## src/rtl/rgb_pwm_driver.sv

```systemverilog
// Tri-colour PWM driver: double-buffered 24-bit RGB code applied on PWM period boundaries.
// Outputs are registered one clk behind the duty counter; no backpressure, a newer code overwrites the pending one.
module rgb_pwm_driver #(
  parameter int PRESCALE = 4
) (
  input  logic        clk,
  input  logic        rst_n,
  input  logic        enable,
  input  logic        rgb_valid,
  input  logic [23:0] rgb,
  output logic        pwm_r,
  output logic        pwm_g,
  output logic        pwm_b,
  output logic        frame_start,
  output logic        update_ack
);

  localparam int            PW      = (PRESCALE > 1) ? $clog2(PRESCALE) : 1;
  localparam logic [PW-1:0] PRE_MAX = PW'(PRESCALE - 1);

  logic [PW-1:0] pre_q, pre_d;
  logic [7:0]    cnt_q, cnt_d;
  logic [7:0]    duty_r_q, duty_r_d, duty_g_q, duty_g_d, duty_b_q, duty_b_d;
  logic [23:0]   pending_q, pending_d;
  logic          pend_flag_q, pend_flag_d;
  logic          pwm_r_q, pwm_r_d, pwm_g_q, pwm_g_d, pwm_b_q, pwm_b_d;
  logic          frame_q, frame_d, ack_q, ack_d;
  logic          tick, boundary;

  assign tick     = enable && (pre_q == PRE_MAX);
  assign boundary = tick && (cnt_q == 8'hFF);

  always_comb begin
    pre_d       = pre_q;
    cnt_d       = cnt_q;
    duty_r_d    = duty_r_q;
    duty_g_d    = duty_g_q;
    duty_b_d    = duty_b_q;
    pending_d   = pending_q;
    pend_flag_d = pend_flag_q;
    ack_d       = 1'b0;
    frame_d     = boundary;

    if (tick) begin
      pre_d = '0;
      cnt_d = cnt_q + 8'd1;
    end else if (enable) begin
      pre_d = pre_q + 1'b1;
    end

    if (boundary && pend_flag_q) begin
      duty_r_d    = pending_q[23:16];
      duty_g_d    = pending_q[15:8];
      duty_b_d    = pending_q[7:0];
      pend_flag_d = 1'b0;
      ack_d       = 1'b1;
    end

    // A code arriving on the boundary cycle waits for the next boundary.
    if (rgb_valid) begin
      pending_d   = rgb;
      pend_flag_d = 1'b1;
    end

    pwm_r_d = enable && (cnt_q < duty_r_q);
    pwm_g_d = enable && (cnt_q < duty_g_q);
    pwm_b_d = enable && (cnt_q < duty_b_q);
  end

  always_ff @(posedge clk) begin
    if (!rst_n) begin
      pre_q       <= '0;
      cnt_q       <= '0;
      duty_r_q    <= '0;
      duty_g_q    <= '0;
      duty_b_q    <= '0;
      pending_q   <= '0;
      pend_flag_q <= 1'b0;
      pwm_r_q     <= 1'b0;
      pwm_g_q     <= 1'b0;
      pwm_b_q     <= 1'b0;
      frame_q     <= 1'b0;
      ack_q       <= 1'b0;
    end else begin
      pre_q       <= pre_d;
      cnt_q       <= cnt_d;
      duty_r_q    <= duty_r_d;
      duty_g_q    <= duty_g_d;
      duty_b_q    <= duty_b_d;
      pending_q   <= pending_d;
      pend_flag_q <= pend_flag_d;
      pwm_r_q     <= pwm_r_d;
      pwm_g_q     <= pwm_g_d;
      pwm_b_q     <= pwm_b_d;
      frame_q     <= frame_d;
      ack_q       <= ack_d;
    end
  end

  assign pwm_r       = pwm_r_q;
  assign pwm_g       = pwm_g_q;
  assign pwm_b       = pwm_b_q;
  assign frame_start = frame_q;
  assign update_ack  = ack_q;

endmodule

```

## config.mk

```make
export PLATFORM = sky130hd
export DESIGN_NAME = rgb_pwm_driver
export DESIGN_NICKNAME = d
export VERILOG_FILES = /design/src/rtl/rgb_pwm_driver.sv
export SDC_FILE = /design/constraint.sdc
export NUM_CORES = 1
export LEC_CHECK = 0
export ABC_AREA = 1
export BUFFER_PORTS_ARGS = -buffer_cell sky130_fd_sc_hd__buf_2
export CAP_MARGIN = 0
export CORE_MARGIN = 2
export CORE_UTILIZATION = 50
export DETAILED_ROUTE_END_ITERATION = 16
export PLACE_DENSITY_LB_ADDON = 0.05
export REMOVE_ABC_BUFFERS = 1
export SETUP_SLACK_MARGIN = 0.4
export SLEW_MARGIN = 10
export SYNTH_ARGS = -nofsm -noshare
export SYNTH_HDL_FRONTEND = slang
export SYNTH_SLANG_ARGS = --single-unit
```

## constraint.sdc

```tcl
create_clock -name clk -period 2.34 [get_ports clk]
set_input_delay 0.468 -clock clk [delete_from_list [all_inputs] [get_ports clk]]
set_output_delay 0.468 -clock clk [all_outputs]
set_load 0.05 [all_outputs]
```

==> metrics <==
status=completed; nature of the critical path endpoint=flip-flop; pin count of the biggest net entering global routing=50; Antenna diodes=0; CTS clock-pin slew for the worst setup and hold paths=0.07 ns; NumNets Final=485; synth unique cells=24; Synth Warn #=0; Register Area=0.001281 mm²; hold-fix buffers at CTS=0; fillcell total=562; Net Sw Frac=22.06%; All-Layer GR Usage=19.81%; Skew-Pair Late Insertion Delay=0.34 ns; Yosys reg bits=64; initial antenna violation count=0; # Max-Cap Violations=0; die width=80.36 µm; I/O Buffers=32; GRT Residual Overflow=0; cell-internal power=0.001712 W; Area growth, synth to finish=13.09%; Setup WS post-layout=0.6177 ns; via count of the routed design=2399; Initial Util=52.30%; # setup viols final=0; Hold Crit Class=primary input to flip-flop; I/O pin count=33; max_slew headroom=64.17%; clk sinks=64; Vias/cell=4.695; Power, Total=0.002197 W; die footprint=0.006458 mm²; Final period util=73.60%; initial DRC count=103; CTS H-tree depth=3; clock power share=43.3%; Setup Fix Bufs, Post-CTS=0; vias in the first global route=2197; Routed WL per cell=11.00 µm; WHS=0.3514 ns; Mapped Area=0.002915 mm²; CP arrival=1.95 ns; fmax=0.5806 GHz; layout cells sized above 1=14.12%; Syn Inst Count=405; post-detailed-routing wire length=5622 µm; # DRC=0; WP data required=2.57 ns; Slew Limit Fails=0; first-pass GRT wire length=9756 µm; cts repair resizes=0; RSZ-0062 raised after global routing=no; RePlAce Congestion=0.7646; Synth Area per Inst=7.198 µm²; clock buffer depth=2; clk_skew=0.005151 ns; WS Path Type=flip-flop to flip-flop; clock root buffer master=clkbuf_8; pre-CTS setup slack=0.6301 ns; startpoint types=flip-flop; First-pass DRT Iterations=4; ANT nets after route=0; highest net fanout along the worst path=49; Flop pwr share=52.0%; Inserted Clock Buffers=9; VDD IR max=0.0004607 V; Core ar.=0.005574 mm²; DP Wirelength=3726 µm; Site Rows=27; Combinational Power Share=4.8%; NetSw=0.0004846 W; clock period minus worst slack=1.722 ns; area occupied by multi-input gates=0.001390 mm²; TritonCTS clock tree=built; pwr/cell area=666.4 mW/mm²; Fin. Hold Viols=0; worst slew pin tran=0.5374 ns; sequential fraction of the synthesis area=43.95%; total negative slack=0 ns; die height=80.36 µm; leakage=1.709 nW
registers in the layout, summed over array words and instances, names as in the netlist:
register and count:
pending_q 24, duty_g_q 8, pwm_g 1, duty_r_q 8, duty_b_q 8, update_ack 1
cnt_q 8, pwm_r 1, pre_q 2, frame_start 1, pend_flag_q 1, pwm_b 1
final cells by class:
| class | instances | area share [%] |
|---|---|---|
| clock buffer | 13 | 4.820 |
| clock inverter | 3 | 1.214 |
| inverter | 43 | 4.896 |
| multi-input combinational | 282 | 42.16 |
| sequential | 64 | 38.86 |
| tap | 72 | 2.732 |
| timing repair buffer | 34 | 5.313 |
placed cells by master, fill, tap and decap left out, types with 4 or more instances in the layout:
cell	instances
clkbuf_8	11
nand3_1	6
inv_1	40
buf_2	32
nand2_1	83
o21a_1	4
o21ai_0	28
nor2_2	8
ha_1	23
nor2_1	106
a21oi_1	15
dfxtp_1	64
final timing paths:
check	to	depth (start not counted)	startpoint	slack (ns)
min	pending_q[11]	3	rgb[11]	0.35
max reg2reg	duty_b_q[3]	7	cnt_q[1]	0.62
max	duty_b_q[3]	7	cnt_q[1]	0.62
min reg2reg	pre_q[1]	2	pre_q[1]	0.47
stage by stage:
step | instance area, µm² | instances | utilization, %
3_5_place_dp | 3098 | 495 | 55.58
3_3_place_gp | 3098 | 495 | 55.58
6_report | 3297 | 511 | 59.15
5_1_grt | 3297 | 511 | 59.15
4_1_cts | 3297 | 511 | 59.15
2_1_floorplan | 2833 | 389 | -
critical path, stage by stage (launching register included):
cell	delay, ns
dfxtp_1	0.50
ha_1	0.23
inv_1	0.04
nor2_1	0.17
nand4_2	0.11
buf_4	0.31
nor2_1	0.16
nor2_1	0.07
logic make-up after synthesis:
logic type               after synthesis  synth area share (%)
AO/OA/AOI/OAI                         49                 8.884
XOR/XNOR                               1                0.3005
adder cells (fa/ha/maj)               23                 9.871
buffers and inverters                 59                 8.369
flip-flops                            64                 43.95
AND/OR/NAND/NOR                      209                 28.63
power by group through the flow:
stage	combinational, W	clock, W	sequential [W]
final	0.000105	0.000950	0.00114
after global routing	0.000123	0.00102	0.00115
after CTS	0.000106	0.000975	0.00114
after detailed placement	0.000105	0	0.00117
after global placement	0.000102	0	0.00117
after floorplan	0.0000508	0	0.00116
routing by layer:
layer  GRT usage, %  part of all wire [%]  wire (µm)  vias to the layer above
met5              0                     0          0                        -
met4          6.610                   1.2         70                        0
met3          6.742                   4.2        235                        8
met2          31.58                    44       2472                       42
met1          25.05                    51       2843                     1043
li1               -                     -          -                     1306
cells in the mapped netlist:
cell type	instances	share of area [%]
a31oi_1	1	0.21
nor2_1	106	14
buf_2	3	0.51
ha_1	23	9.9
nor3_1	2	0.34
buf_1	1	0.13
nand3_1	6	1.0
inv_1	40	5.2
o21ai_0	28	4.8
xnor2_1	1	0.30
nor3_2	1	0.34
clkinv_1	1	0.13
nand4_2	1	0.43
buf_4	1	0.26
nor2_2	8	1.7
o21a_1	4	1.0
clkbuf_1	9	1.2
nand2_1	83	11
inv_2	2	0.26
a21oi_1	15	2.6
o21bai_1	1	0.26
dfxtp_1	64	44
buf_6	2	0.77
nand2_2	2	0.43
(Power assumes the default switching activity.)
